===== src/rtl/multdiv_unit.sv =====
// multdiv_unit -- multi-cycle signed 32-bit multiplier / divider for the execute stage.
//
// Multiply: the operand magnitudes are multiplied with unsigned shift-add, one partial
// product per cycle, into a 64-bit accumulator. The product is negated if the operand
// signs differ. Divide: restoring division on the magnitudes, one quotient bit per cycle.
// The quotient is negated if the signs differ and truncates toward zero.
//
// Ports:
//   clock           rising-edge clock
//   reset           asynchronous, active-low reset
//   data_operandA   multiplicand / dividend (two's complement)
//   data_operandB   multiplier / divisor (two's complement)
//   ctrl_MULT       start a multiply (takes priority over ctrl_DIV)
//   ctrl_DIV        start a divide
//   data_result     low 32 bits of the product, or the quotient (held until next completion)
//   data_exception  multiply overflow, divide by zero, or INT_MIN / -1
//   data_resultRDY  one-cycle pulse when data_result is valid
//   busy            operation in progress; starts are ignored while set
module multdiv_unit #(
    parameter int ITER = 32
) (
    input  logic        clock,
    input  logic        reset,
    input  logic [31:0] data_operandA,
    input  logic [31:0] data_operandB,
    input  logic        ctrl_MULT,
    input  logic        ctrl_DIV,
    output logic [31:0] data_result,
    output logic        data_exception,
    output logic        data_resultRDY,
    output logic        busy
);

    localparam int CNT_W = $clog2(ITER);
    localparam logic [CNT_W-1:0] LAST = CNT_W'(ITER - 1);

    typedef enum logic [1:0] {IDLE, MULT, DIV, DONE} state_t;

    state_t           state;
    logic [CNT_W-1:0] cnt;
    logic [63:0]      acc;      // product magnitude accumulator
    logic [63:0]      mcand;    // |A|, shifted left one place per iteration
    logic [31:0]      mplier;   // |B|, shifted right one place per iteration
    logic [32:0]      rem;      // partial remainder; 33 bits since it can reach 2*|B|-1
    logic [31:0]      quo;      // dividend bits shift out the top, quotient bits shift in
    logic [31:0]      divisor;
    logic             neg;      // operand signs differ
    logic             dz;       // divide by zero
    logic             ovf;      // INT_MIN / -1

    // |v| as an unsigned value; |0x80000000| = 0x80000000 fits in 32 unsigned bits.
    function automatic logic [31:0] mag32(input logic signed [31:0] v);
        return v[31] ? $unsigned(-v) : $unsigned(v);
    endfunction

    function automatic logic [63:0] apply_sign64(input logic [63:0] m, input logic n);
        return n ? -m : m;
    endfunction

    function automatic logic [31:0] apply_sign32(input logic [31:0] m, input logic n);
        return n ? -m : m;
    endfunction

    // The product fits in 32 signed bits only if the high word is the sign extension.
    function automatic logic mult_ovf(input logic [63:0] p);
        return p[63:32] != {32{p[31]}};
    endfunction

    logic [63:0] acc_nx;
    logic [63:0] prod;
    logic [32:0] rem_sh;
    logic [33:0] diff;
    logic        fits;
    logic [32:0] rem_nx;
    logic [31:0] quo_nx;

    always_comb begin
        acc_nx = acc + (mplier[0] ? mcand : 64'd0);
        prod   = apply_sign64(acc_nx, neg);
        rem_sh = {rem[31:0], quo[31]};
        diff   = {1'b0, rem_sh} - {2'b00, divisor};
        fits   = ~diff[33];
        rem_nx = fits ? diff[32:0] : rem_sh;
        quo_nx = {quo[30:0], fits};
    end

    always_ff @(posedge clock or negedge reset) begin
        if (!reset) begin
            state          <= IDLE;
            cnt            <= '0;
            acc            <= '0;
            mcand          <= '0;
            mplier         <= '0;
            rem            <= '0;
            quo            <= '0;
            divisor        <= '0;
            neg            <= 1'b0;
            dz             <= 1'b0;
            ovf            <= 1'b0;
            data_result    <= '0;
            data_exception <= 1'b0;
            data_resultRDY <= 1'b0;
            busy           <= 1'b0;
        end else begin
            case (state)
                IDLE, DONE: begin
                    data_resultRDY <= 1'b0;
                    busy           <= 1'b0;
                    state          <= IDLE;
                    cnt            <= '0;
                    neg            <= data_operandA[31] ^ data_operandB[31];
                    if (ctrl_MULT) begin
                        state  <= MULT;
                        busy   <= 1'b1;
                        acc    <= '0;
                        mcand  <= {32'd0, mag32(data_operandA)};
                        mplier <= mag32(data_operandB);
                    end else if (ctrl_DIV) begin
                        state   <= DIV;
                        busy    <= 1'b1;
                        rem     <= '0;
                        quo     <= mag32(data_operandA);
                        divisor <= mag32(data_operandB);
                        dz      <= (data_operandB == 32'd0);
                        ovf     <= (data_operandA == 32'h8000_0000) &&
                                   (data_operandB == 32'hFFFF_FFFF);
                    end
                end
                MULT: begin
                    acc    <= acc_nx;
                    mcand  <= mcand << 1;
                    mplier <= mplier >> 1;
                    cnt    <= cnt + 1'b1;
                    if (cnt == LAST) begin
                        data_result    <= prod[31:0];
                        data_exception <= mult_ovf(prod);
                        data_resultRDY <= 1'b1;
                        busy           <= 1'b0;
                        state          <= DONE;
                    end
                end
                DIV: begin
                    // Zero divisor was flagged on the start edge; finish on the next
                    // edge without iterating.
                    if (dz) begin
                        data_result    <= '0;
                        data_exception <= 1'b1;
                        data_resultRDY <= 1'b1;
                        busy           <= 1'b0;
                        state          <= DONE;
                    end else begin
                        rem <= rem_nx;
                        quo <= quo_nx;
                        cnt <= cnt + 1'b1;
                        if (cnt == LAST) begin
                            // INT_MIN / -1 yields magnitude 0x80000000 with matching
                            // signs, which is already the required wrapped result.
                            data_result    <= apply_sign32(quo_nx, neg);
                            data_exception <= ovf;
                            data_resultRDY <= 1'b1;
                            busy           <= 1'b0;
                            state          <= DONE;
                        end
                    end
                end
                default: state <= IDLE;
            endcase
        end
    end

endmodule

===== config.mk =====
export PLATFORM = sky130hd
export DESIGN_NAME = multdiv_unit
export DESIGN_NICKNAME = d
export VERILOG_FILES = /design/src/rtl/multdiv_unit.sv
export SDC_FILE = /design/constraint.sdc
export NUM_CORES = 1
export LEC_CHECK = 0
export ABC_AREA = 0
export BUFFER_PORTS_ARGS = -buffer_cell sky130_fd_sc_hd__buf_2
export CORE_ASPECT_RATIO = 0.75
export CORE_MARGIN = 3
export CORE_UTILIZATION = 25
export DETAILED_ROUTE_END_ITERATION = 10
export SKIP_LAST_GASP = 1
export SYNTH_ARGS = -nofsm -noshare
export SYNTH_HDL_FRONTEND = slang
export SYNTH_SLANG_ARGS = --single-unit

===== constraint.sdc =====
create_clock -name clock -period 8.8 [get_ports clock]
set_clock_uncertainty 0.15 [all_clocks]
set_input_delay 0.44 -clock clock [delete_from_list [all_inputs] [get_ports clock]]
set_output_delay 0.44 -clock clock [all_outputs]
set_load 0.005 [all_outputs]

## Yosys cells after proc, flatten, opt, wreduce, memory -nomap -nowiden

Index checks and enable logic that the tools add are counted.

- Reductions and logical operators: 11
- Equal/unequal tests: 13
- Bitwise logic cells: 3
- Add/subtract/negate cells: 7
- Muxes and demuxes: 43

Operator list:

| operator | count |
|---|---|
| $mux 32 | 14 |
| $mux 64 | 4 |
| $pmux 32 s2 | 4 |
| $pmux 64 s2 | 2 |
| $neg 32->32 | 3 |
| $add 64x64->64 | 1 |
| $eq 32x32->1 const B | 2 |
| $neg 64->64 | 1 |
| $sub 33x32->34 | 1 |
| $logic_not 32->1 | 1 |
| $ne 32x32->1 | 1 |
| $pmux 5 s3 | 1 |
| $ne 2x2->1 const B | 5 |
| $mux 1 | 9 |
| $mux 2 | 4 |
| $pmux 1 s3 | 2 |
| $pmux 2 s3 | 1 |
| $reduce_and 3->1 | 2 |
| $reduce_bool 2->1 | 3 |
| $add 5x1->5 const B | 1 |
| $eq 5x5->1 const B | 1 |
| $mux 5 | 1 |
| $eq 2x2->1 const B | 2 |
| $reduce_and 4->1 | 1 |
| 9 further kinds | 10 |

- Flip-flop bits (word level): 301
- Word-level logic and storage cells: 92
- Bits of input ports: 68
- Output and inout bits: 35

## Depth between registers and ports, before layout

- Word-level depth: 7
- Depth in mapped cells: 27
- Depth with buffers taken out: 25

## Least setup slack after synthesis

No wires, ideal clock.

- Path type: register to register
- Start: register mplier[0]
- End: register data_exception
- Stages on the path, launching flop included: 23
- Path buffers: 2
- Arrival: 5.987 ns
- Slack: 2.530 ns
- Required time: 8.517 ns
- Library setup time: 0.133 ns
- Clock period less this slack: 6.270 ns
- Cells stage by stage: dfrtp_1 > clkbuf_1 > clkbuf_1 > and2_1 > ha_1 > inv_1 > fa_1 > nor2b_1 > o2111ai_2 > a21oi_4 > o22ai_2 > xor2_1 > or3b_2 > nand4b_1 > or4b_1 > nor4b_1 > mux2i_1 > o2111ai_1 > or4_1 > o32ai_1 > o2111ai_1 > o41ai_2 > nand3_1

- Longest elaborated chain between the ends: 7

Ends and longest elaborated chain:

| item | line | source |
|---|---|---|
| start: declaration | 43 | `logic [31:0] mplier;` |
| start signal: assignment | 117 | `mplier <= mag32(data_operandB);` |
| start signal: assignment | 132 | `mplier <= mplier >> 1;` |
| $mux 64 (*) | 78 | `acc_nx = acc + (mplier[0] ? mcand : 64'd0);` |
| $add 64x64->64 (*) | 78 |  |
| $neg 64->64 | 57 | `return n ? -m : m;` |
| $mux 64 (*) | 57 |  |
| $ne 32x32->1 (*) | 66 | `return p[63:32] != {32{p[31]}};` |
| $mux 1 (*) | 134 | `if (cnt == LAST) begin` |
| $pmux 1 s2 (*) | 105 | `case (state)` |
| end signal: assignment | 136 | `data_exception <= mult_ovf(prod);` |
| end signal: assignment | 159 | `data_exception <= ovf;` |
| end: declaration | 29 | `output logic data_exception,` |

Mark *: on every way between the ends. The rest lies on a longest branch, timed or not. The select of a mux whose other input is x is not followed.
A chain may end at the register's enable or synchronous reset.

## Final worst setup path

Ends and elaborated chain as after synthesis.

==> metrics.md <==
| Metric | Value |
|---|---|
| Minimum clock period after layout | 7.23 ns |
| Post-route cell area | ~26000 um^2 |
| Total Die Area | 95700 um^2 |
| Maximum clock insertion buffer count | 3 |
| Die width | roughly 360 um |
| CTS tree | built |
| Most frequent cells in the layout | nand2_1, dfrtp_1, o21ai_0 |
| Setup TNS | 0 ns |
| Hold Path Origin | ctrl_DIV |
| CTS Buf Count | 38 |
| CP Launch Type | flop |
| Final hold violations | 0 |
| CP Max Fanout | 12 |
| Max Cap Viol | 0 |
| Max stage delay cell, worst path | nor4b_1 |
| Hold worst-path end | dz |
| Reg clk slew, reported paths | about 0.06 ns |
| Max H-tree Level | 2 |
| Final net count | slightly below 3000 |
| FF-to-FF setup slack | between 1.5 and 2 ns |
| Setup violations, final | 0 |
| M3 GR Usage | 0.0358 |
| Post-synthesis net count | between 2000 and 3000 |
| Worst setup margin | roughly 1.6 ns |
| Post-Synthesis Cells | between 2000 and 3000 |
| Critical R2R Launch | mplier[0] |
| Most used cell, CP | o2111ai_1 |
| Ranking of synthesized cells by area | dfrtp_1, ha_1, nand2_1 |
| Tot GR Track Use | 0.155 |
| Period utilization | 0.822 |
| Initial antenna violation count | 3 |
| Vias per cell | roughly 5.3 |
| Nature of the critical path endpoint | flop |
| Final ANT Viol Nets | 0 |
| Placed cell count | around 4000 |
| Initial core utilization | 0.255 |
| Total power draw | roughly 9.1 mW |
| Hold_ws | 0.0320 ns |
| Final core occ | 0.288 |
| Final std cells w/o fill | approximately 4000 |
| Multi-input gate area | 14600 um^2 |
| Filler instances | 9674 |
| Post-synth EDFFs | 0 |
| Worst path cell trace | and2_1, ha_1, nand2_1, nor4_1, nor2_1, a31oi_2, xor2_1, or3b_2, nand4b_1, or4b_1, nor4b_1, mux2i_1, o2111ai_1, or4_1, o32ai_1, o2111ai_1, o41ai_2, nand3_1 |
| Post-DP Area | 24600 um^2 |
| First-pass GRT wire length | ~120000 um |
| Commonest non-fill, non-tap cell in the layout | nand2_1 |
| Drt drc | 0 |
| Row cnt | 95 |
| Slowest stage delay, CP | 0.83 ns |
| Gr ovfl total | 0 |
| Largest net degree at the start of global routing | approximately 170 |
| First-pass DRT Iterations | 6 |
| IO Pins | roughly 100 |
| Relative slew slack | 0.245 |
| WL/cell | 18.8 um |
| Pins Over Slew Limit | 0 |
| Clock Latency Late Sink | around 0.56 ns |
| WL final | between 70000 and 80000 um |
| Post-Syn Area per Cell | about 8 um^2 |
| Area leader, netlist | dfrtp_1 |
| Port bufs | ~100 |
| Area growth syn-to-layout | 13.0% |
| Die Ht | 269 um |
| Library cells used by synthesis | between 100 and 150 |
| Pwr dens | ~350 nW/um^2 |
| CP Buf/Inv Count | 0 |
| Cts repair resizes | 0 |
| Initial DRC count | around 2300 |
| Worst endpoint required time | ~9 ns |
| GRT Max-Usage Layer | met1 |
| Sequential cell area | 7530 um^2 |
| Leakage | 11.0 nW |
| Clock Tree Root | clkbuf_16 |
| Status | finished, final reports clean |
| Vias in the first global route | 19800 |
| CP delay by family, top | simple AND/OR/NAND/NOR gates |
| Peak supply drop | 211 uV |
| Worst slew pin tran | 1.13 ns |
| R2r worst-path depth | 18 |
| Post-Syn Area | approximately 23000 um^2 |
| Hpwl dp | 55200 um |
| Synth top area share | 0.327 |
| Seq/Total Area, Yosys | 0.327 |
| Most used DFF post-synth | dfrtp_1 |
| HP Class | primary input to flop |
| Core ar. | between 90000 and 100000 um^2 |
| Worst EP arrival | ~7.5 ns |
| Via count | roughly 22000 |
| Fmax | between 100 and 150 MHz |
| Worst R2R End | data_exception |
| Layout cells sized above 1 | 0.0935 |
| GR Util met2 | 0.203 |
| Synthesis Warnings | 0 |
| CTS Sinks | between 300 and 400 |
| Hold path depth | 3 |
| Unrepaired setup endpoints after global routing | no |
| Place WS | approximately 1.7 ns |
| Crit path kind | flop to flop |
| Async SR Flop Fraction | 1.00 |
| Met1 Use GR | 0.246 |
| GP Congestion | around 0.93 |
| Synth Register Bits | ~300 |
[power breakdown]
part           total [mW]  internal (mW)  switching, mW
combinational        5.32           1.76           3.57
sequential           2.11           1.75          0.365
clock                1.68           1.02          0.662
total                9.12           4.52           4.59
[cell families (layout without fill, tap and decap cells)]
logic type | Yosys count | after routing | share of synthesized area
and+or+nand+nor | 910 | 910 | 0.199
muxes | 35 | 35 | 0.0154
adders and majority gates | 106 | 106 | 0.0583
AOI/OAI and AO/OA | 987 | 987 | 0.282
xor gates and xnor gates | 201 | 201 | 0.0765
DFF | 301 | 301 | 0.327
buffers and inverters | 253 | 283 | 0.0419
other | 0 | 1 | 0
[synthesized netlist by cell type, types with 31 or more instances]
cell,count
a21o_1,52
a21oi_1,212
o21ai_0,226
nor2_1,173
nor3_1,50
or3_1,36
and2_1,79
a22o_1,43
xnor2_1,120
nand3_1,44
nand2_1,319
mux2i_1,31
o21a_1,34
o22ai_1,126
clkbuf_1,147
inv_1,85
xor2_1,81
dfrtp_1,301
o31ai_1,65
ha_1,104
[registers in the layout (all words and copies together), names as in the netlist]
register and flops:
mcand 64, ovf 1, quo 32, state 2
data_result 32, rem 32, busy 1, dz 1
mplier 32, acc 64, data_resultRDY 1, data_exception 1
divisor 32, neg 1, cnt 5
[timing repair]
action,4_1_cts,5_1_grt
setup buffers,0,0
hold buffers,1,0
endpoints found under the hold margin,73,0
[worst register-to-register path, cell delays in order (launching register included)]
cell and delay, ns:
dfrtp_1 0.51, and2_1 0.21, ha_1 0.46, nand2_1 0.09, nor4_1 0.55, nor2_1 0.22
a31oi_2 0.53, xor2_1 0.20, or3b_2 0.58, nand4b_1 0.33, or4b_1 0.66, nor4b_1 0.83
mux2i_1 0.30, o2111ai_1 0.15, or4_1 0.53, o32ai_1 0.29, o2111ai_1 0.20, o41ai_2 0.24
nand3_1 0.11
[how the worst max path moves through the flow]
| stage | start | to | slack, ns | cells past startpoint |
|---|---|---|---|---|
| after floorplan | mplier[0] | data_exception | 2.53 | 22 |
| after global placement | mplier[0] | data_exception | 1.81 | 18 |
| after detailed placement | mplier[0] | data_exception | 1.74 | 18 |
| after CTS | mplier[0] | data_exception | 1.72 | 18 |
| after global routing | mplier[0] | data_exception | 1.34 | 19 |
| final | mplier[0] | data_exception | 1.57 | 18 |
[final cells by class]
type / instances / share of cell area
multi-input cells: 2239 / 0.560
flip-flops and latches: 301 / 0.290
well taps: 1212 / 0.0583
clock buffers: 44 / 0.0394
repair buffers: 128 / 0.0281
inverters: 86 / 0.0124
clock inverters: 25 / 0.0119
diodes: 1 / 0.0000963
[layer usage]
layer	share of wire	up-vias
li1	-	10300
met1	0.51	10400
met2	0.37	803
met3	0.099	103
met4	0.022	0
met5	0	-
Power figures use the tool's default switching activity.
